===== src/rtl/signed8x8_pp_accumulator.sv =====
// signed8x8_pp_accumulator
// Sequential shift-add consumer of the four sign-extended radix-4 Booth
// partial-product rows of a signed 8x8 multiplier. The rows and the final
// negate bit are summed modulo 2^16 into a two's-complement product.
// Valid/ready handshakes on both sides; one operand set in flight at a time.
//
// Build option: define PPACC_DUAL_ROW_EN to fold two rows into each add step.
// This shortens latency to 1 cycle after accept and the initiation interval
// to 3 cycles. The default build adds one row per cycle, with a latency of
// 3 cycles and an initiation interval of 5 cycles.

module signed8x8_pp_accumulator (
   input  logic        clk,
   input  logic        rst,
   input  logic        in_valid,
   output logic        in_ready,
   input  logic [11:0] pp00,
   input  logic [12:0] pp01,
   input  logic [12:0] pp02,
   input  logic [11:0] pp03,
   input  logic        neg3,
   output logic        out_valid,
   input  logic        out_ready,
   output logic [15:0] product,
   output logic        busy
);

   typedef enum logic [1:0] {
      IDLE = 2'd0,
      ACC  = 2'd1,
      DONE = 2'd2
   } state_t;

   state_t      state_q, state_d;
   logic [15:0] acc_q, acc_d;
   logic [1:0]  cnt_q, cnt_d;
`ifndef PPACC_DUAL_ROW_EN
   logic [12:0] pp01_q, pp01_d;
`endif
   logic [12:0] pp02_q, pp02_d;
   logic [11:0] pp03_q, pp03_d;

   // Rows aligned to their bit weights inside the 16-bit accumulator.
   // Bits shifted past bit 15 are dropped on purpose: the sign-extension
   // constants carried in the rows only cancel under modulo-2^16 wrap.
   logic [15:0] row0_w, row1_in_w, neg3_w, row2_w, row3_w;
`ifndef PPACC_DUAL_ROW_EN
   logic [15:0] row1_q_w;
`endif

   // Zero-extend and shift each row to its weight in the accumulator.
   always_comb begin
      row0_w    = {4'b0000, pp00};
      row1_in_w = {3'b000, pp01};
      neg3_w    = {9'b0_0000_0000, neg3, 6'b00_0000};
      row2_w    = {1'b0, pp02_q, 2'b00};
      row3_w    = {pp03_q, 4'b0000};
`ifndef PPACC_DUAL_ROW_EN
      row1_q_w  = {3'b000, pp01_q};
`endif
   end

   // Next-state, accumulator and operand-capture logic; holds everything by default.
   always_comb begin
      state_d = state_q;
      acc_d   = acc_q;
      cnt_d   = cnt_q;
`ifndef PPACC_DUAL_ROW_EN
      pp01_d  = pp01_q;
`endif
      pp02_d  = pp02_q;
      pp03_d  = pp03_q;

      case (state_q)
         IDLE: begin
            if (in_valid) begin
`ifdef PPACC_DUAL_ROW_EN
               // Rows 0 and 1 go in together; rows 2 and 3 follow in a single step.
               acc_d   = row0_w + row1_in_w + neg3_w;
               cnt_d   = 2'd2;
`else
               // Row 0 and the row-3 negate bit seed the accumulator.
               pp01_d  = pp01;
               acc_d   = row0_w + neg3_w;
               cnt_d   = 2'd1;
`endif
               pp02_d  = pp02;
               pp03_d  = pp03;
               state_d = ACC;
            end
         end

         ACC: begin
`ifdef PPACC_DUAL_ROW_EN
            if (cnt_q == 2'd2) begin
               acc_d   = acc_q + row2_w + row3_w;
               state_d = DONE;
            end else begin
               // Counter values other than 2 cannot occur in this build.
               state_d = IDLE;
            end
`else
            case (cnt_q)
               2'd1: begin
                  acc_d = acc_q + row1_q_w;
                  cnt_d = 2'd2;
               end
               2'd2: begin
                  acc_d = acc_q + row2_w;
                  cnt_d = 2'd3;
               end
               2'd3: begin
                  acc_d   = acc_q + row3_w;
                  state_d = DONE;
               end
               default: begin
                  // A counter of 0 in ACC cannot occur; return to a safe state.
                  state_d = IDLE;
               end
            endcase
`endif
         end

         DONE: begin
            // acc keeps its value after the transfer; only out_valid drops.
            if (out_ready) begin
               state_d = IDLE;
            end
         end

         default: begin
            state_d = IDLE;
         end
      endcase
   end

   // State, accumulator and operand registers; reset drops any result in flight.
   always_ff @(posedge clk) begin
      if (rst) begin
         state_q <= IDLE;
         acc_q   <= 16'h0000;
         cnt_q   <= 2'd0;
`ifndef PPACC_DUAL_ROW_EN
         pp01_q  <= 13'd0;
`endif
         pp02_q  <= 13'd0;
         pp03_q  <= 12'd0;
      end else begin
         state_q <= state_d;
         acc_q   <= acc_d;
         cnt_q   <= cnt_d;
`ifndef PPACC_DUAL_ROW_EN
         pp01_q  <= pp01_d;
`endif
         pp02_q  <= pp02_d;
         pp03_q  <= pp03_d;
      end
   end

   // Handshake outputs decode the registered state only, with no path from the inputs.
   always_comb begin
      in_ready  = (state_q == IDLE);
      out_valid = (state_q == DONE);
      busy      = (state_q != IDLE);
      product   = acc_q;
   end

endmodule


===== config.mk =====
export PLATFORM = sky130hd
export DESIGN_NAME = signed8x8_pp_accumulator
export DESIGN_NICKNAME = d
export VERILOG_FILES = /design/src/rtl/signed8x8_pp_accumulator.sv
export SDC_FILE = /design/constraint.sdc
export NUM_CORES = 1
export LEC_CHECK = 0
export ABC_AREA = 0
export CORE_ASPECT_RATIO = 1.75
export CORE_MARGIN = 3
export CORE_UTILIZATION = 58
export DETAILED_ROUTE_END_ITERATION = 7
export PLACE_DENSITY = 0.87
export SYNTH_ARGS = -nofsm -noshare
export SYNTH_HDL_FRONTEND = slang
export SYNTH_SLANG_ARGS = --single-unit

===== constraint.sdc =====
create_clock -name clk -period 4.57 [get_ports clk]
set_input_delay 0.914 -clock clk [delete_from_list [all_inputs] [get_ports clk]]
set_output_delay 0.914 -clock clk [all_outputs]
set_load 0.02 [all_outputs]

==> results of run 1 <==
power groups by stage:
| stage | clock network, uW | registers (uW) | logic (uW) |
|---|---|---|---|
| 6_report | 766 | 799 | 1470 |
| 5_1_grt | 792 | 811 | 1620 |
| 3_5_place_dp | 0 | 804 | 1430 |
| 4_1_cts | 768 | 795 | 1450 |
| 2_1_floorplan | 0 | 785 | 981 |
| 3_3_place_gp | 0 | 802 | 1400 |
sequential cells by signal (all words and copies together), names as in the netlist:
name,count
state_q,2
product,16
pp02_q,13
pp03_q,12
cnt_q,2
pp01_q,13
cells in the final DEF (no fill, tap or decap), types with 4 or more instances in the layout:
| cell type | instances |
|---|---|
| o21a_1 | 6 |
| a21o_1 | 9 |
| nor2_1 | 26 |
| o211ai_1 | 5 |
| nand3_1 | 12 |
| o22ai_1 | 5 |
| mux2i_1 | 4 |
| clkdlybuf4s50_1 | 72 |
| and2_1 | 4 |
| inv_1 | 12 |
| nor2b_1 | 8 |
| clkbuf_16 | 9 |
| nand2_1 | 102 |
| and3_1 | 5 |
| a21oi_1 | 72 |
| nand2b_1 | 6 |
| dfxtp_1 | 58 |
| o21ai_1 | 9 |
| xor2_1 | 11 |
| buf_4 | 5 |
| a211oi_1 | 16 |
| xnor2_1 | 18 |
| o21ai_0 | 16 |
| ha_1 | 41 |
| nor3_1 | 9 |
| a221oi_1 | 5 |
| a211o_1 | 4 |
| or3_1 | 10 |
synthesized netlist by cell type (6+ instances only):
cell type	instances	area share (%)
nand2b_1	6	0.89
nand2_1	102	9.1
or3_1	10	1.5
o21ai_0	16	1.9
nand3_1	12	1.4
nor3_1	9	1.1
o21a_1	6	1.1
ha_1	41	12
nor2b_1	8	1.2
inv_1	12	1.1
nor2_1	27	2.4
clkbuf_1	21	1.9
a21oi_1	72	8.5
xor2_1	11	2.3
a21o_1	9	1.6
a211oi_1	16	2.8
dfxtp_1	58	28
xnor2_1	18	3.7
o21ai_1	9	1.1
per-stage QoR:
stage,setup slack [ps],hold slack [ps],power [uW],cell area [um^2]
2_1_floorplan,2120,440,1770,4220
3_3_place_gp,1540,447,2200,4990
3_5_place_dp,1490,457,2230,4990
4_1_cts,1790,463,3020,5330
5_1_grt,1580,475,3220,5330
6_report,1750,462,3040,5330
worst min-delay path by stage:
stage | start | to | slack, ps | cells past startpoint
finish | pp03_q[3] | pp03_q[3] | 460 | 2
CTS | pp01_q[2] | pp01_q[2] | 460 | 2
global placement | pp03_q[10] | pp03_q[10] | 450 | 2
global route | pp01_q[2] | pp01_q[2] | 480 | 2
floorplan | pp01_q[0] | pp01_q[0] | 440 | 2
detailed placement | pp01_q[2] | pp01_q[2] | 460 | 2
kinds of logic (layout without fill, tap and decap cells):
kind of cell / count (synthesis) / in the layout / share of synthesized area, %
muxes: 4 / 4 / 0.950
DFF: 58 / 58 / 27.5
adders and majority gates: 44 / 44 / 13.6
buffers and inverters: 37 / 106 / 3.41
xor gates and xnor gates: 29 / 29 / 6.02
AOI/OAI and AO/OA: 181 / 181 / 27.8
and+or+nand+nor: 194 / 194 / 20.7
cell type report:
| class | instances | area (um^2) | area share (%) |
|---|---|---|---|
| clock buffer | 12 | 267 | 5.00 |
| multi-input combinational | 452 | 2910 | 54.7 |
| inverter | 12 | 45.0 | 0.845 |
| clock inverter | 4 | 72.6 | 1.36 |
| tap | 84 | 105 | 1.97 |
| sequential | 58 | 1160 | 21.8 |
| timing repair buffer | 78 | 763 | 14.3 |
critical path: cells and delay by family:
family          cells  cell delay (ps)
compound gates      3              730
buf+inv             2              790
simple gates        3              620
per-layer routing:
metal / vias to the layer above / global-route usage [%] / wire, um
met4: 0 / 23.1 / 896
li1: 2126 / - / -
met3: 62 / 5.53 / 562
met1: 2055 / 32.4 / 4870
met5: - / 0 / 0
met2: 180 / 54.9 / 6700
==> results.ini, run 1 <==
[floorplan]
io_pins = 74
fp.dieH_um = 119
rows = 40
start_util_pct = 60.6
dieArea_um2 = 8370
coreArea_um2 = 6960
fp.dieW_um = 70.5

[synth]
ys_warn_count = 0
synth_area_per_cell_um2 = 7.71
syn_area_um2 = 4220
synthArstFlopShare_pct = 0
synth_seq_cells = 58
synth_ff_type = dfxtp_1
syn-instance-count = 547
ys_types = 55
syn_nets = 646
synth_edf_count = 0
ys_seq_area_share_pct = 27.5

[setup_path]
crit_path_max_fanout = 23
start_kind = primary input
rrSetupSlack_ps = 1770
worst_ep_arrival_time_ps = 3080
critPathMaxStageDelay_ps = 520
cp.required_ps = 4820
r2r_start = cnt_q[1]
cp_slowest_cell = clkdlybuf4s50_1
r2r-end = product[2]
endpoint = product[2]
crit_path_cell_trace = clkdlybuf4s50_1 -> nor2_1 -> a211o_1 -> nor2_2 -> buf_4 -> o22ai_1 -> or3_1 -> a21oi_1
crit_path_start = in_valid
reg2reg_depth = 8
worstSetupEndpointType = flip-flop
critPathKind = primary input to flip-flop

[power_and_ir_drop]
p_leak_uw = 0.00223
power.switching_uw = 1260
p_comb_share_pct = 48.5
sw_frac_of_total_pct = 41.6
intPower_uw = 1770
pwr-share-seq_pct = 26.3
p_per_area_nw_per_um2 = 570
clkPwrFrac_pct = 25.2
ir_worst_vdd_mv = 0.450

[routing]
drc_errors = 0
ant_nets = 0
wire_per_inst_um = 18.6
post_drt_via_cell_ratio = 6.32
vias = 4423
drt_iter0_drc = 324
firstDrtPassIters = 5
drt-total-wl_mm = 13.0

[cts]
clock_sinks = 58
clockRootBuffer = clkbuf_16
cts_buffer_depth = 2
clock_latency_ps = 340
cts_tree = built
cts_setup_buffers = 0
cts_resized = 0
clk_pin_slew_worst_paths_ps = 50
numCtsBuffers = 9
hold_buffers = 0
htree_levels = 3

[sta]
setup_viol = 0
setup-tns-final_ps = 0
finClkSkew_ps = 5.38
tightest_slew_ps = 1080
rsz0062_at_grt = false
hold_violations = 0
slew_viol_final = 0
finalCritPeriodShare_pct = 61.8
max_clock_freq_mhz = 354
slew_headroom_pct = 28.1
timing.final.crit_period_ps = 2820

[layout]
antennaDiodeCount = 0
final_nets = 710
fill_cells = 539
fin_cells = 700
syn_to_final_growth_pct = 26.4
drive_gt1_share_pct = 4.71
final_util_pct = 76.6

[worst_hold_path]
hold_class = flip-flop to flip-flop

[global_route]
grt.overflow.total = 0
grt_pass1_wl_mm = 20.6
grt_pass1_vias = 4458
grt_max_degree = 60
antenna_found_initial = 0
grt_use_total_pct = 31.4

[outcome]
outcome = completed

[place]
dp_hpwl_mm = 9.58
dp_cells = 684
gp_congestion = 0.968
port_buffers = 73

[flow_run]
max_cap_viol_count = 0

(Power assumes the default switching activity.)
==> run 2: changes to the inputs <==
--- a/config.mk
+++ b/config.mk
@@ -8,9 +8,9 @@
 export ABC_AREA = 0
 export CORE_ASPECT_RATIO = 1.75
 export CORE_MARGIN = 3
-export CORE_UTILIZATION = 58
+export CORE_UTILIZATION = 49
 export DETAILED_ROUTE_END_ITERATION = 7
-export PLACE_DENSITY = 0.87
+export PLACE_DENSITY = 0.78
 export SYNTH_ARGS = -nofsm -noshare
 export SYNTH_HDL_FRONTEND = slang
 export SYNTH_SLANG_ARGS = --single-unit
==> constraint.sdc (replaced) <==
create_clock -name clk -period 2.3 [get_ports clk]
set_input_delay 0.46 -clock clk [delete_from_list [all_inputs] [get_ports clk]]
set_output_delay 0.46 -clock clk [all_outputs]
set_load 0.02 [all_outputs]
==> run 2 against run 1 <==
  * Via count is 6.6% higher
  * Clock skew increased by 3.0 ps
  * Worst hold slack is essentially flat
  * Clock power increased by 91%
  * Die area rose by 17%
  * Critical path depth rose by 1
  * Critical endpoint is now product[9]
  * Non-clock buffer count increased by 68
  * Routed wire length grew 19%
  * Sequential share of layout area decreased by 2.8 points
  * Sequential power rose by 110%
  * Cell count rose by 14%
  * Largest power group unchanged
==> results.ini, run 2 (synthesis results as in run 1) <==
[outcome]
outcome = completed

[sta]
tightest_slew_ps = 613  ; -466 ps
setup_viol = 0  ; unchanged
max_clock_freq_mhz = 438
setup-tns-final_ps = 0  ; unchanged
finalCritPeriodShare_pct = 99.2
hold_violations = 0  ; unchanged
slew_viol_final = 0  ; unchanged
rsz0062_at_grt = true
slew_headroom_pct = 59.0  ; +31 points
timing.final.crit_period_ps = 2280
finClkSkew_ps = 8.42  ; +3.04 ps

[layout]
fin_area_um2 = 6270  ; +18%
drive_gt1_share_pct = 23.0  ; +18 points
syn_to_final_growth_pct = 48.8
fill_cells = 630  ; +17%
layout_common_cells = nand2_1 (102), clkdlybuf4s50_1 (72), buf_4 (69)
final_nets = 778  ; +9.6%
final_common_cell = nand2_1
final_util_pct = 75.5  ; -1.1 points
antennaDiodeCount = 0  ; unchanged
fin_cells = 798  ; +14%
largest_reg_flops = 16  ; unchanged

[setup_path]
r2r_start = product[3]
critPathMaxStageDelay_ps = 370  ; -150 ps
worst_ep_arrival_time_ps = 2490  ; -590 ps
start_kind = flip-flop
cp_slowest_cell = a211o_4
critPathKind = flip-flop to flip-flop
crit_path_max_fanout = 3  ; -87%
worstSetupEndpointType = flip-flop
rrSetupSlack_ps = 20  ; -1750 ps
crit_path_cell_trace = ha_4 -> a211o_4 -> a211oi_4 -> buf_4 -> nor2_1 -> xor2_1 -> a221o_1 -> a21oi_1 -> nor3_1
cp.required_ps = 2500  ; -2320 ps
crit_path_start = product[3]

[power_and_ir_drop]
ir_worst_vdd_mv = 0.788  ; +75%
p_per_area_nw_per_um2 = 1120  ; +96%
p_leak_uw = 0.00259  ; +16%

[floorplan]
io_pins = 74  ; unchanged
coreArea_um2 = 8310  ; +19%
fp.dieH_um = 129  ; +8.4%
rows = 44  ; +10%
dieArea_um2 = 9800  ; +17%
start_util_pct = 50.7  ; -9.9 points
fp.dieW_um = 76.1  ; +8.0%

[routing]
wire_per_inst_um = 19.5  ; +4.7%
ant_nets = 0  ; unchanged
vias = 4714  ; +6.6%
drt-total-wl_mm = 15.6  ; +19%
firstDrtPassIters = 5  ; unchanged
drc_errors = 0  ; unchanged
post_drt_via_cell_ratio = 5.91  ; -6.5%
drt_iter0_drc = 318  ; -1.9%

[cts]
cts_buffer_depth = 2  ; unchanged
hold_buffers = 0  ; unchanged
htree_levels = 3  ; unchanged
numCtsBuffers = 9  ; unchanged
cts_tree = built
clockRootBuffer = clkbuf_16
clk_pin_slew_worst_paths_ps = 50  ; about the same
clock_sinks = 58  ; unchanged
clock_latency_ps = 340  ; about the same

[global_route]
grt.overflow.total = 0  ; unchanged
antenna_found_initial = 0  ; unchanged
grt_use_total_pct = 31.3  ; -0.11 points
grt_max_degree = 40  ; -33%
grt_pass1_wl_mm = 23.6  ; +15%
grt_pass1_vias = 4622  ; +3.7%

[worst_hold_path]
hp-start = pp03_q[10]
hold_class = flip-flop to flip-flop

[place]
port_buffers = 73  ; unchanged
gp_congestion = 0.983  ; +1.6%
dp_hpwl_mm = 11.5  ; +20%
dp_cells = 779  ; +14%
placed_area_um2 = 5560  ; +11%

[flow_run]
max_cap_viol_count = 0  ; unchanged

-- run 2: power by group --
group	total (uW)	switching (uW)	internal (uW)	leakage, uW
logic	3910	2070	1850	0.00195
registers	1640	340	1300	0.000483
clock network	1460	490	968	0.000158
-- run 2: path summary, 6_finish.rpt --
path,endpoint,cells after the start
max,product[9],9
min,pp03_q[10],2
max reg2reg,product[9],9
min reg2reg,pp03_q[10],2
-- run 2: final cells by class --
| class | count | area [um^2] | share of cell area (%) |
|---|---|---|---|
| inverter | 12 | 45.0 | 0.718 |
| timing repair buffer | 146 | 1320 | 21.0 |
| clock inverter | 5 | 78.8 | 1.26 |
| tap | 115 | 144 | 2.29 |
| multi-input combinational | 452 | 3260 | 52.0 |
| sequential | 58 | 1190 | 19.0 |
| clock buffer | 10 | 239 | 3.81 |
-- run 2: what timing repair did --
item                       in CTS  in global routing
buffers inserted                0                  4
setup endpoints to repair       7                  9
gates resized for setup        26                 43
pin swaps                      11                 19
-- run 2: metrics by stage --
stage,hold WS [ps],setup WS [ps],power [uW]
2_1_floorplan,440,2.20,3530
3_3_place_gp,451,-113,5020
3_5_place_dp,453,-96.5,5090
4_1_cts,460,2.04,6670
5_1_grt,488,-63.4,7370
6_report,462,18.0,7010
-- run 2: critical path, delay by kind of cell (launching register included) --
family | cells | cell delay [ps]
AOI/OAI and AO/OA | 4 | 1130
buffers and inverters | 1 | 160
and+or+nand+nor | 2 | 120
xor gates and xnor gates | 1 | 150
adders and majority gates | 1 | 250
DFF | 1 | 340
-- run 2: layer usage --
metal / vias to the layer above / global-route usage [%] / part of all wire (%)
met5: - / 0 / 0
met4: 0 / 19.2 / 5.9
met3: 58 / 4.62 / 4.1
met2: 186 / 59.4 / 54
met1: 2205 / 32.1 / 36
li1: 2265 / - / -
==> run 3: changes to the inputs <==
--- a/config.mk
+++ b/config.mk
@@ -11,6 +11,7 @@
 export CORE_UTILIZATION = 49
 export DETAILED_ROUTE_END_ITERATION = 7
 export PLACE_DENSITY = 0.78
+export RECOVER_POWER = 50
 export SYNTH_ARGS = -nofsm -noshare
 export SYNTH_HDL_FRONTEND = slang
 export SYNTH_SLANG_ARGS = --single-unit
==> constraint.sdc (replaced) <==
create_clock -name clk -period 2.3 [get_ports clk]
set_input_delay 0.46 -clock clk [delete_from_list [all_inputs] [get_ports clk]]
set_output_delay 0.46 -clock clk [all_outputs]
set_load 0.05 [all_outputs]
==> run 3 against run 2 <==
  * Via count shrank 1.6%
  * Critical endpoint is now product[11]
  * Flip-flop and latch count is the same
  * Critical path depth is the same
  * Register-to-register slack is essentially flat
  * Non-clock buffer count shrank 19
  * Sequential power is essentially flat
  * Clock power shrank 8%
  * Highest routed layer unchanged
  * Die area is the same
  * Final area shrank 3.6%
  * Routed wire length shrank 4.8%
  * Sequential share of layout area grew 0.98 points
==> results.ini, run 3 (synthesis results as in run 1) <==
[floorplan]
dieArea_um2 = 9800  ; unchanged
io_pins = 74  ; unchanged
fp.dieH_um = 129  ; unchanged
rows = 44  ; unchanged
start_util_pct = 50.7  ; unchanged
coreArea_um2 = 8310  ; unchanged
fp.dieW_um = 76.1  ; unchanged

[routing]
drt-total-wl_mm = 14.8  ; -4.8%
post_drt_via_cell_ratio = 5.95  ; +0.66%
vias = 4638  ; -1.6%
drc_errors = 0  ; unchanged
wire_per_inst_um = 19.0  ; -2.6%
ant_nets = 0  ; unchanged
drt_iter0_drc = 231  ; -27%
firstDrtPassIters = 4  ; -1

[sta]
hold_slack_ps = 463  ; +1.25 ps
max_clock_freq_mhz = 440  ; +0.30%
hold_violations = 0  ; unchanged
slew_headroom_pct = 43.5  ; -15 points
tightest_slew_ps = 847  ; +234 ps
setup-tns-final_ps = 0  ; unchanged
timing.final.crit_period_ps = 2280  ; -6.77 ps
finClkSkew_ps = 5.05  ; -3.38 ps
rsz0062_at_grt = true
setup_viol = 0  ; unchanged
setup_slack_ps = 24.8  ; +6.77 ps
finalCritPeriodShare_pct = 98.9  ; -0.29 points
slew_viol_final = 0  ; unchanged

[cts]
numCtsBuffers = 9  ; unchanged
cts_tree = built
clock_sinks = 58  ; unchanged
clockRootBuffer = clkbuf_16
clk_pin_slew_worst_paths_ps = 50  ; about the same
clock_latency_ps = 340  ; about the same
htree_levels = 3  ; unchanged
hold_buffers = 0  ; unchanged
cts_buffer_depth = 2  ; unchanged

[global_route]
antenna_found_initial = 0  ; unchanged
grt_use_total_pct = 30.5  ; -0.79 points
grt_pass1_vias = 4687  ; +1.4%
grt_pass1_wl_mm = 23.1  ; -2.3%
grt.overflow.total = 0  ; unchanged
grt_max_degree = 41  ; +2.5%

[setup_path]
path_delay_family = compound AO/OA/AOI/OAI gates
crit_buf_inv = 1  ; unchanged
critPathMaxStageDelay_ps = 360  ; about the same
cp.required_ps = 2510  ; about the same
worst_ep_arrival_time_ps = 2480  ; about the same
worstSetupEndpointType = flip-flop
start_kind = flip-flop
cp_slowest_cell = dfxtp_4
crit_path_max_fanout = 4  ; +1
critPathKind = flip-flop to flip-flop
crit_path_cell_trace = ha_4 -> a211o_1 -> buf_4 -> a211oi_4 -> o31ai_2 -> xor2_1 -> a22o_1 -> a211oi_2 -> nor3_1

[power_and_ir_drop]
sw_frac_of_total_pct = 44.1  ; +2.7 points
ir_worst_vdd_mv = 0.824  ; +4.6%
p_leak_uw = 0.00252  ; -2.6%
p_per_area_nw_per_um2 = 1120  ; +0.63%
p_comb_share_pct = 55.9  ; about the same
intPower_uw = 3800  ; -7.5%
power.switching_uw = 2990  ; +3.3%
pwr-share-seq_pct = 24.2  ; +0.8 points
clkPwrFrac_pct = 19.9  ; -0.9 points

[layout]
final_util_pct = 72.7  ; -2.7 points
final_common_cell = nand2_1
antennaDiodeCount = 0  ; unchanged
fin_cells = 780  ; -2.3%
final_nets = 759  ; -2.4%
drive_gt1_share_pct = 21.1  ; -1.9 points
largest_reg_flops = 16  ; unchanged
layout_common_cells = nand2_1 (102), a21oi_1 (66), clkdlybuf4s50_1 (61)
syn_to_final_growth_pct = 43.4

[worst_hold_path]
hold_class = flip-flop to flip-flop

[place]
gp_congestion = 0.965  ; -1.9%
dp_hpwl_mm = 11.1  ; -3.5%
port_buffers = 73  ; unchanged
pre_cts_ws_ps = -93.1  ; +3.40 ps
dp_cells = 757  ; -2.8%

[outcome]
outcome = completed

[flow_run]
max_cap_viol_count = 0  ; unchanged

[run 3: per-layer routing]
layer,part of all wire (%),vias up,track usage (%)
met5,0,-,0
met4,7.2,0,24.0
met3,3.9,68,4.83
met2,52,169,56.5
met1,37,2176,30.1
li1,-,2225,-
[run 3: repair_timing]
item	in CTS	in global routing
endpoints found under the setup margin	6	13
gates resized for setup	12	39
pin swaps	10	16
buffers inserted	2	5
[run 3: through the flow]
stage,instance area [um^2],power (uW)
floorplan,4330,3860
global placement,5490,5130
detailed placement,5490,5200
CTS,5880,6660
global route,6050,7210
finish,6050,6790
[run 3: area by class of cell]
cell class | instances | area [um^2]
fill | 688 | 2270
multi-input combinational | 452 | 3210
clock buffer | 15 | 299
clock inverter | 1 | 5.00
tap | 115 | 144
timing repair buffer | 127 | 1130
sequential | 58 | 1210
inverter | 12 | 45.0
[run 3: final timing paths]
check        startpoint  slack [ps]          end  depth (start not counted)
min           pp03_q[3]         460    pp03_q[3]                          2
max reg2reg  product[3]          20  product[11]                          9
max          product[3]          20  product[11]                          9
min reg2reg   pp03_q[3]         460    pp03_q[3]                          2
[run 3: power by group through the flow]
stage,logic [uW],clock network (uW),registers (uW)
floorplan,2040,0,1810
global route,4130,1400,1670
global placement,3510,0,1620
detailed placement,3560,0,1640
finish,3800,1350,1650
CTS,3660,1370,1630
[run 3: tightest hold or removal path, delay by kind of cell (launching register included)]
kind | cells | cell delay [ps]
flip-flops | 1 | 310
AND/OR/NAND/NOR | 1 | 50
AO/OA/AOI/OAI | 1 | 50
